File: config.mk
export PLATFORM = sky130hd
export DESIGN_NAME = uart_io_fifo
export DESIGN_NICKNAME = d
export VERILOG_FILES = /design/src/rtl/uart_io_pkg.sv /design/src/rtl/sync_fifo_fwft.sv /design/src/rtl/uart_io_fifo.sv
export SDC_FILE = /design/constraint.sdc
export NUM_CORES = 1
export LEC_CHECK = 0
export CORE_MARGIN = 2
export CORE_UTILIZATION = 35
export CTS_BUF_LIST = sky130_fd_sc_hd__clkbuf_2 sky130_fd_sc_hd__clkbuf_4 sky130_fd_sc_hd__clkbuf_8
export CTS_CLUSTER_SIZE = 16
export DETAILED_ROUTE_END_ITERATION = 10
export DONT_BUFFER_PORTS = 1
export GPL_ROUTABILITY_DRIVEN = 0
export GPL_TIMING_DRIVEN = 0
export HOLD_SLACK_MARGIN = 0.02
export SKIP_LAST_GASP = 1
export SLEW_MARGIN = 15
export SYNTH_ARGS = -nofsm -noshare
export SYNTH_HDL_FRONTEND = slang
export SYNTH_SLANG_ARGS = --single-unit
File: constraint.sdc
create_clock -name clk -period 3.3 [get_ports clk]
set_input_delay 0.99 -clock clk [delete_from_list [all_inputs] [get_ports clk]]
set_output_delay 0.99 -clock clk [all_outputs]
set_load 0.05 [all_outputs]
File: src/rtl/uart_io_pkg.sv
// uart_io_pkg: shared types and constants for the UART IO-register byte buffers.
//   txd_state_t    - TX drain FSM states
//   UART_DATA_BITS - byte width used by uart_lite
package uart_io_pkg;

    localparam int unsigned UART_DATA_BITS = 8;

    typedef enum logic [1:0] {
        TXD_IDLE,
        TXD_SEND,
        TXD_WAIT_BUSY
    } txd_state_t;

endpackage : uart_io_pkg

File: src/rtl/sync_fifo_fwft.sv
// sync_fifo_fwft: single-clock first-word-fall-through FIFO.
//   clk, resetn - clock, async active-low reset
//   wr, din     - push strobe and data; accepted when not full, or when full with an accepted pop
//   rd          - pop strobe; ignored while empty
//   dout        - head entry, combinational (meaningless while empty)
//   full, empty - occupancy flags
//   level       - occupancy 0..DEPTH
// DEPTH must be a power of two (>= 2) so pointers wrap naturally.
module sync_fifo_fwft #(
    parameter int unsigned DEPTH = 16,
    parameter int unsigned DW    = 8
) (
    input  logic                     clk,
    input  logic                     resetn,
    input  logic                     wr,
    input  logic [DW-1:0]            din,
    input  logic                     rd,
    output logic [DW-1:0]            dout,
    output logic                     full,
    output logic                     empty,
    output logic [$clog2(DEPTH):0]   level
);

    localparam int unsigned PW = $clog2(DEPTH);
    localparam int unsigned LW = PW + 1;

    localparam logic [PW-1:0] PtrOne  = PW'(1);
    localparam logic [LW-1:0] LvlOne  = LW'(1);
    localparam logic [LW-1:0] LvlFull = LW'(DEPTH);

    logic [DW-1:0] mem [DEPTH];

    logic [PW-1:0] wr_ptr_q, wr_ptr_d;
    logic [PW-1:0] rd_ptr_q, rd_ptr_d;
    logic [LW-1:0] level_q, level_d;
    logic          do_push, do_pop;

    assign full  = (level_q == LvlFull);
    assign empty = (level_q == '0);
    assign level = level_q;
    assign dout  = mem[rd_ptr_q];

    // A pop frees the slot on the same edge, so full + push + pop both succeed.
    assign do_pop  = rd && !empty;
    assign do_push = wr && (!full || do_pop);

    always_comb begin
        wr_ptr_d = wr_ptr_q;
        rd_ptr_d = rd_ptr_q;
        level_d  = level_q;
        if (do_push) begin
            wr_ptr_d = wr_ptr_q + PtrOne;
        end
        if (do_pop) begin
            rd_ptr_d = rd_ptr_q + PtrOne;
        end
        unique case ({do_push, do_pop})
            2'b10:   level_d = level_q + LvlOne;
            2'b01:   level_d = level_q - LvlOne;
            default: level_d = level_q;
        endcase
    end

    always_ff @(posedge clk or negedge resetn) begin
        if (!resetn) begin
            wr_ptr_q <= '0;
            rd_ptr_q <= '0;
            level_q  <= '0;
        end else begin
            wr_ptr_q <= wr_ptr_d;
            rd_ptr_q <= rd_ptr_d;
            level_q  <= level_d;
        end
    end

    // Storage is not reset; only the pointers define what is valid.
    always_ff @(posedge clk) begin
        if (do_push) begin
            mem[wr_ptr_q] <= din;
        end
    end

endmodule : sync_fifo_fwft

File: src/rtl/uart_io_fifo.sv
// uart_io_fifo: byte buffering between the CPU IO-register path and uart_lite.
//   clk, resetn                 - clock, async active-low reset
//   wr_vld, wr_data             - FW push into TX FIFO
//   tx_full, tx_level           - TX FIFO status
//   uart_tx_rdy                 - uart_lite ready for a byte
//   uart_tx_vld, uart_tx_data   - one-cycle launch pulse and byte to uart_lite
//   uart_rx_valid, uart_rx_data - byte received by uart_lite
//   rd_req                      - FW pop from RX FIFO
//   rd_vld, rd_data, rx_level   - RX FIFO status and FWFT head byte
//   ovf_clr                     - clear both sticky overflow flags
//   tx_ovf, rx_ovf              - sticky: a byte was dropped on a full FIFO
module uart_io_fifo
    import uart_io_pkg::*;
#(
    parameter int unsigned DEPTH     = 16,
    parameter int unsigned DATA_BITS = UART_DATA_BITS
) (
    input  logic                         clk,
    input  logic                         resetn,
    input  logic                         wr_vld,
    input  logic [DATA_BITS-1:0]         wr_data,
    output logic                         tx_full,
    output logic [$clog2(DEPTH):0]       tx_level,
    input  logic                         uart_tx_rdy,
    output logic                         uart_tx_vld,
    output logic [DATA_BITS-1:0]         uart_tx_data,
    input  logic                         uart_rx_valid,
    input  logic [DATA_BITS-1:0]         uart_rx_data,
    input  logic                         rd_req,
    output logic                         rd_vld,
    output logic [DATA_BITS-1:0]         rd_data,
    output logic [$clog2(DEPTH):0]       rx_level,
    input  logic                         ovf_clr,
    output logic                         tx_ovf,
    output logic                         rx_ovf
);

    localparam int unsigned LVL_WL = $clog2(DEPTH) + 1;

    txd_state_t           state_q, state_d;
    logic [DATA_BITS-1:0] tx_data_q, tx_data_d;
    logic [DATA_BITS-1:0] tx_head;
    logic                 tx_empty, tx_pop;
    logic                 rx_full, rx_empty;
    logic                 tx_drop, rx_drop;
    logic                 tx_ovf_q, tx_ovf_d;
    logic                 rx_ovf_q, rx_ovf_d;
    logic [LVL_WL-1:0]    tx_level_w, rx_level_w;

    // ---------------- TX path ----------------
    sync_fifo_fwft #(
        .DEPTH (DEPTH),
        .DW    (DATA_BITS)
    ) u_tx_fifo (
        .clk    (clk),
        .resetn (resetn),
        .wr     (wr_vld),
        .din    (wr_data),
        .rd     (tx_pop),
        .dout   (tx_head),
        .full   (tx_full),
        .empty  (tx_empty),
        .level  (tx_level_w)
    );

    assign tx_level = tx_level_w;

    // Drain FSM. WAIT_BUSY holds off the next launch until uart_lite has
    // visibly dropped tx_rdy, so a late deassert cannot cause a double launch.
    always_comb begin
        state_d   = state_q;
        tx_data_d = tx_data_q;
        tx_pop    = 1'b0;
        unique case (state_q)
            TXD_IDLE: begin
                if (uart_tx_rdy && !tx_empty) begin
                    tx_pop    = 1'b1;
                    tx_data_d = tx_head;
                    state_d   = TXD_SEND;
                end
            end
            TXD_SEND: begin
                state_d = TXD_WAIT_BUSY;
            end
            TXD_WAIT_BUSY: begin
                if (!uart_tx_rdy) begin
                    state_d = TXD_IDLE;
                end
            end
            default: begin
                state_d = TXD_IDLE;
            end
        endcase
    end

    always_ff @(posedge clk or negedge resetn) begin
        if (!resetn) begin
            state_q   <= TXD_IDLE;
            tx_data_q <= '0;
        end else begin
            state_q   <= state_d;
            tx_data_q <= tx_data_d;
        end
    end

    // Decoded straight from the state flop so reset drops it immediately.
    assign uart_tx_vld  = (state_q == TXD_SEND);
    assign uart_tx_data = tx_data_q;

    // ---------------- RX path ----------------
    sync_fifo_fwft #(
        .DEPTH (DEPTH),
        .DW    (DATA_BITS)
    ) u_rx_fifo (
        .clk    (clk),
        .resetn (resetn),
        .wr     (uart_rx_valid),
        .din    (uart_rx_data),
        .rd     (rd_req),
        .dout   (rd_data),
        .full   (rx_full),
        .empty  (rx_empty),
        .level  (rx_level_w)
    );

    assign rd_vld   = !rx_empty;
    assign rx_level = rx_level_w;

    // ---------------- Sticky overflow flags ----------------
    // A push into a full FIFO only drops when no pop frees a slot that edge.
    // A full FIFO is never empty, so the raw pop strobe is enough here.
    assign tx_drop = wr_vld && tx_full && !tx_pop;
    assign rx_drop = uart_rx_valid && rx_full && !rd_req;

    // Set has priority over clear.
    always_comb begin
        tx_ovf_d = tx_ovf_q;
        rx_ovf_d = rx_ovf_q;
        if (ovf_clr) begin
            tx_ovf_d = 1'b0;
            rx_ovf_d = 1'b0;
        end
        if (tx_drop) begin
            tx_ovf_d = 1'b1;
        end
        if (rx_drop) begin
            rx_ovf_d = 1'b1;
        end
    end

    always_ff @(posedge clk or negedge resetn) begin
        if (!resetn) begin
            tx_ovf_q <= 1'b0;
            rx_ovf_q <= 1'b0;
        end else begin
            tx_ovf_q <= tx_ovf_d;
            rx_ovf_q <= rx_ovf_d;
        end
    end

    assign tx_ovf = tx_ovf_q;
    assign rx_ovf = rx_ovf_q;

endmodule : uart_io_fifo

==> results.toml, run 1 <==
[sta]
timing.slew.headroom = 0.314
rsz0062_at_grt = "yes"
fin_worst_skew_ns = 0.0316
finalSetupViolations = 8
fin_crit_ns = 3.45
hold_viol = 0
fin_ws_ns = -0.146
finalMaxSlewViolations = 0
worst_pin_slew_ns = 1.02
fmax_mhz = 290
post-route-period-util = 1.04
final.setup.tns_ns = -1.10

[floorplanning]
ioPinCount = 54
initial_core_util = 0.354
row_count = 67
dieArea_mm2 = 0.0353
fp.dieH_um = 188
die_w_um = 188
core-area_mm2 = 0.0334

[global_routing]
grt_pass1_wl_um = 37900
grt_pass1_vias = 6212
grt_usage = 0.144
grt_max_degree = 39
grt_remaining_overflow = 0
antenna_found_initial = 0

[routing]
drt_iter0_drc = 424
wl_met1_um = 9950
wl_met2_um = 13200
dr.pass1.iters = 5
top_layer_used = "met4"
wl_per_cell_um = 22.3
vias = 5883
ant_nets = 0
drc = 0
viasPerCell = 5.16
route.met3.wl_um = 1730
drt-total-wl_um = 25400

[cts]
cts_hold_buf = 0
htree_num_levels = 2
cts_num_sinks = 294
cts_buffers = 49
cts_tree = "built"
clk_pin_slew_ns = 0.06
cts.path.max_buffers = 3
clk_latency_ns = 0.57
cts_root_buf = "clkbuf_8"

[layout]
drive_gt1_frac = 0.316
fillers = 2938
syn_to_final_growth_pct = 15.0
multi_input_area_mm2 = 0.00307
antennaDiodeCount = 0
final_nets = 694
fin_util = 0.407
seq_area_mm2 = 0.00864
final_area_mm2 = 0.0136

[logic_synthesis]
yosys-top-cells-count = "edfxtp_1 (256), mux4_2 (72), dfrtp_1 (38)"
synth_top_area_cell = "edfxtp_1"
ys_seq_area_frac = 0.730
synth_edf_count = 256
yosysWarnings = 0
synth_area_leaders = "edfxtp_1 (65%), mux4_2 (14%), dfrtp_1 (8.0%), ha_1 (1.7%), xnor2_1 (1.1%)"
synthCells = 596
ys_seq_elements = 294
ys.flop_type = "edfxtp_1"
syn_avg_cell_area_um2 = 19.9
synth_area_mm2 = 0.0118
synth_top_cell_area_share = 0.649
netlist-cell-type-count = 55
synth.most_common_cell = "edfxtp_1"
synthArstFlopShare = 0.129
syn-num-nets = 636

[worst_setup_path]
cp_cell_sequence = "buf_8 > clkbuf_16 > mux4_2 > mux4_2"
critPathBufInv = 2
crit_path_start_kind = "flop"
crit_top_cell = "mux4_2"
worst_ep_arrival_time_ns = 2.46
crit_family = "multiplexers"
startpoint = "u_rx_fifo.rd_ptr_q[0]"
slowest_stage = "mux4_2"
end_kind = "primary output"
reg2reg_slack_ns = 0.17
slowest_delay_ns = 0.67
regToRegStartpoint = "u_rx_fifo.level[1]"
crit_type = "reg2out"
crit_fanout = 6
cp.required_ns = 2.31

[run]
cap_violations = 0

[power_and_ir_drop]
power_leakage_nw = 4.50
ir_drop_mv = 0.504
power.density_mw_per_mm2 = 921

[status]
outcome = "finished, violations left"
violations = "setup timing"

[place]
placed_cell_area_mm2 = 0.0125
dp_hpwl_um = 16600
io_buffers = 0

[min_path]
hold_class = "in2async"
## area by class of cell
type | count | area share
plain buffers | 29 | 0.0151
clock buffers | 63 | 0.0577
clock inverters | 27 | 0.0155
inverters | 16 | 0.00441
multi-input cells | 256 | 0.225
flip-flops and latches | 294 | 0.634
well taps | 448 | 0.0411
repair buffers | 8 | 0.00661
## per-layer routing
metal,track usage,vias up
met4,0.0436,0
met1,0.172,3095
li1,-,2549
met2,0.253,190
met3,0.0391,49
met5,0,-
## what timing repair did
item	4_1_cts	5_1_grt
resized for setup	30	2
buffers inserted	1	1
gates cloned	0	2
setup endpoints to repair	43	8
## cells in the final DEF, fill, tap and decap left out, types with 7 or more instances in the layout
master    netlist  layout
and2_1          8       8
nand2_1        13      13
buf_2          12      10
edfxtp_1      256     256
inv_1          16      16
clkinv_2        0      11
clkinv_1        0       9
o22ai_1        16      16
xnor2_1        15      15
clkbuf_4        0      16
dfrtp_1        38      35
mux4_2         72      72
clkbuf_8        0      50
nor2_1         23      22
buf_1           7       7
mux2_2         11      11
a21oi_1        14      14
ha_1           16      16
## power by group
group	switching (mW)	leakage [nW]	internal [mW]
Sequential	0.742	2.76	4.61
Combinational	2.23	1.22	1.72
Clock	1.44	0.528	1.81
## worst paths after layout
kind / end / depth (start not counted)
setup / recovery: rd_data[3] / 4
hold / removal: uart_tx_data[3] / 0
setup reg to reg: u_rx_fifo.level[4] / 8
hold reg to reg: u_tx_fifo.rd_ptr_q[0] / 1
max in group asynchronous: u_tx_fifo.level[0] / 0
min in group clk: u_tx_fifo.mem[11][6] / 0
## cells by family (layout without fill, tap and decap cells)
| logic type | count (synthesis) | after routing | synth area share |
|---|---|---|---|
| simple gates | 80 | 80 | 0.0366 |
| mux | 86 | 86 | 0.151 |
| fa+ha+maj | 17 | 17 | 0.0186 |
| compound gates | 54 | 54 | 0.0328 |
| flops | 294 | 294 | 0.730 |
| buf+inv | 46 | 143 | 0.0171 |
| xor+xnor | 19 | 19 | 0.0141 |
## state kept, by name, indices dropped and copies added, names as in the netlist
signal,count
u_tx_fifo.wr_ptr_q,4
uart_tx_data,8
u_tx_fifo.rd_ptr_q,4
state_q,2
rx_ovf,1
tx_ovf,1
u_rx_fifo.level,5
u_rx_fifo.rd_ptr_q,4
u_tx_fifo.level,5
u_rx_fifo.mem,128
u_tx_fifo.mem,128
u_rx_fifo.wr_ptr_q,4
## metrics by stage
| stage | hold WS [ns] | std cells | setup slack, ns | total power, mW |
|---|---|---|---|---|
| 2_1_floorplan | 0.525 | 596 | 0.265 | 8.23 |
| 3_3_place_gp | 0.587 | 1044 | -0.242 | 9.02 |
| 3_5_place_dp | 0.602 | 1048 | -0.279 | 9.19 |
| 4_1_cts | 0.0734 | 1138 | -0.195 | 12.6 |
| 5_1_grt | 0.0673 | 1141 | -0.218 | 13.1 |
| 6_report | 0.124 | 1141 | -0.146 | 12.5 |
No activity file was read; power rests on OpenSTA's default activity.
==> run 2: changes to the inputs <==
PLACE_DENSITY = 0.58   (was unset)
RECOVER_POWER = 100   (was unset)
==> results.toml, run 2 (synthesis results as in run 1) <==
[worst_setup_path]
crit_path_start_kind = "flop"
slowest_delay_ns = 0.65
crit_type = "reg2out"
crit_fanout = 10
cp.required_ns = 2.31
cp_cell_sequence = "buf_6 > buf_12 > mux4_2 > mux4_2"
end_kind = "primary output"
reg2reg_slack_ns = 0.20
slowest_stage = "mux4_2"
worst_ep_arrival_time_ns = 2.47
crit_top_cell = "mux4_2"

[routing]
ant_nets = 0
vias = 5764
drc = 0
drt-total-wl_um = 24800
wl_per_cell_um = 21.8
dr.pass1.iters = 5
viasPerCell = 5.06
drt_iter0_drc = 410

[floorplanning]
initial_core_util = 0.354
core-area_mm2 = 0.0334
die_w_um = 188
ioPinCount = 54
fp.dieH_um = 188
row_count = 67
dieArea_mm2 = 0.0353

[cts]
cts_buffers = 48
cts_tree = "built"
clk_pin_slew_ns = 0.07
clk_latency_ns = 0.58
cts.path.max_buffers = 3
htree_num_levels = 2
cts_hold_buf = 0
cts_root_buf = "clkbuf_8"
cts_num_sinks = 294

[sta]
fmax_mhz = 289
worst_pin_slew_ns = 1.14
fin_crit_ns = 3.46
finalSetupViolations = 9
hold_viol = 0
post-route-period-util = 1.05
fin_worst_skew_ns = 0.0319
rsz0062_at_grt = "yes"
fin_ws_ns = -0.162
timing.slew.headroom = 0.236
finalMaxSlewViolations = 0

[power_and_ir_drop]
power_leakage_nw = 4.48
power.density_mw_per_mm2 = 927
ir_drop_mv = 0.452

[status]
outcome = "finished, violations left"
violations = "setup timing"

[min_path]
hold_class = "in2async"

[global_routing]
antenna_found_initial = 0
grt_usage = 0.142
grt_pass1_vias = 6245
grt_pass1_wl_um = 37600
grt_remaining_overflow = 0
grt_max_degree = 39

[layout]
fin_util = 0.405
final_common_cell = "edfxtp_1"
final_area_mm2 = 0.0135
antennaDiodeCount = 0
drive_gt1_frac = 0.287
syn_to_final_growth_pct = 14.4
final_nets = 693
final_cell_mix = "edfxtp_1 (256), mux4_2 (72), clkbuf_8 (53), dfrtp_1 (37), nor2_1 (22)"
fillers = 2987

[place]
placed_cell_area_mm2 = 0.0125
io_buffers = 0
dp_hpwl_um = 16400

[run]
cap_violations = 0
## run 2: cell count changes in the layout (fill, tap and decap cells not counted), sizes merged
cell,change
clkinv,-7
clkbuf,+11
buf,-6
bufinv,+1
inv,-1
## run 2: layer usage
| layer | part of all wire | wire length, um | global-route usage |
|---|---|---|---|
| met5 | 0 | 0 | 0 |
| met1 | 0.39 | 9730 | 0.165 |
| met2 | 0.51 | 12700 | 0.250 |
| met3 | 0.061 | 1520 | 0.0389 |
| met4 | 0.035 | 869 | 0.0563 |
## run 2: critical path: cells and delay by family (launching register included)
family   cells  cell delay, ns
mux          2            1.20
flops        1            0.37
buf+inv      2            0.34
## run 2: stage by stage
stage / cells / TNS [ns] / power [mW] / hold WS (ns) / setup slack [ns]
after CTS: 1137 / -1.51 / 12.7 / 0.0880 / -0.202
after floorplan: 596 / 0 / 8.23 / 0.525 / 0.265
final: 1139 / -1.18 / 12.6 / 0.110 / -0.162
after global placement: 1044 / -15.27 / 9.02 / 0.586 / -0.339
after detailed placement: 1048 / -1.42 / 9.20 / 0.599 / -0.161
after global routing: 1139 / -2.09 / 13.1 / 0.0764 / -0.253
## run 2: cell type report
cell class,count,area [um^2],area share
flip-flops and latches,294,8640,0.638
multi-input cells,256,2990,0.220
clock buffers,68,842,0.0622
well taps,448,561,0.0414
clock inverters,20,200,0.0148
plain buffers,29,191,0.0141
repair buffers,8,63.8,0.00471
inverters,16,60.1,0.00443
## run 2: power breakdown
group	internal, mW	total [mW]	switching [mW]
clock network	1.96	3.38	1.42
logic	1.66	3.83	2.17
registers	4.60	5.33	0.730
total	8.23	12.5	4.32
## run 2: worst paths after layout
kind,end,cells after the start,startpoint
worst max-delay path,rd_data[6],4,u_rx_fifo.rd_ptr_q[0]
worst min-delay path,tx_ovf,0,resetn
worst max register to register,u_rx_fifo.level[4],8,u_rx_fifo.level[1]
worst min register to register,u_tx_fifo.rd_ptr_q[0],1,u_tx_fifo.rd_ptr_q[0]
max in group asynchronous,u_rx_fifo.level[4],0,resetn
min in group clk,u_tx_fifo.mem[7][2],0,wr_data[2]
## run 2: what timing repair did
item                       CTS  global route
buffers inserted             2             1
cloned                       0             1
resized for setup           24             3
setup endpoints to repair   10            12
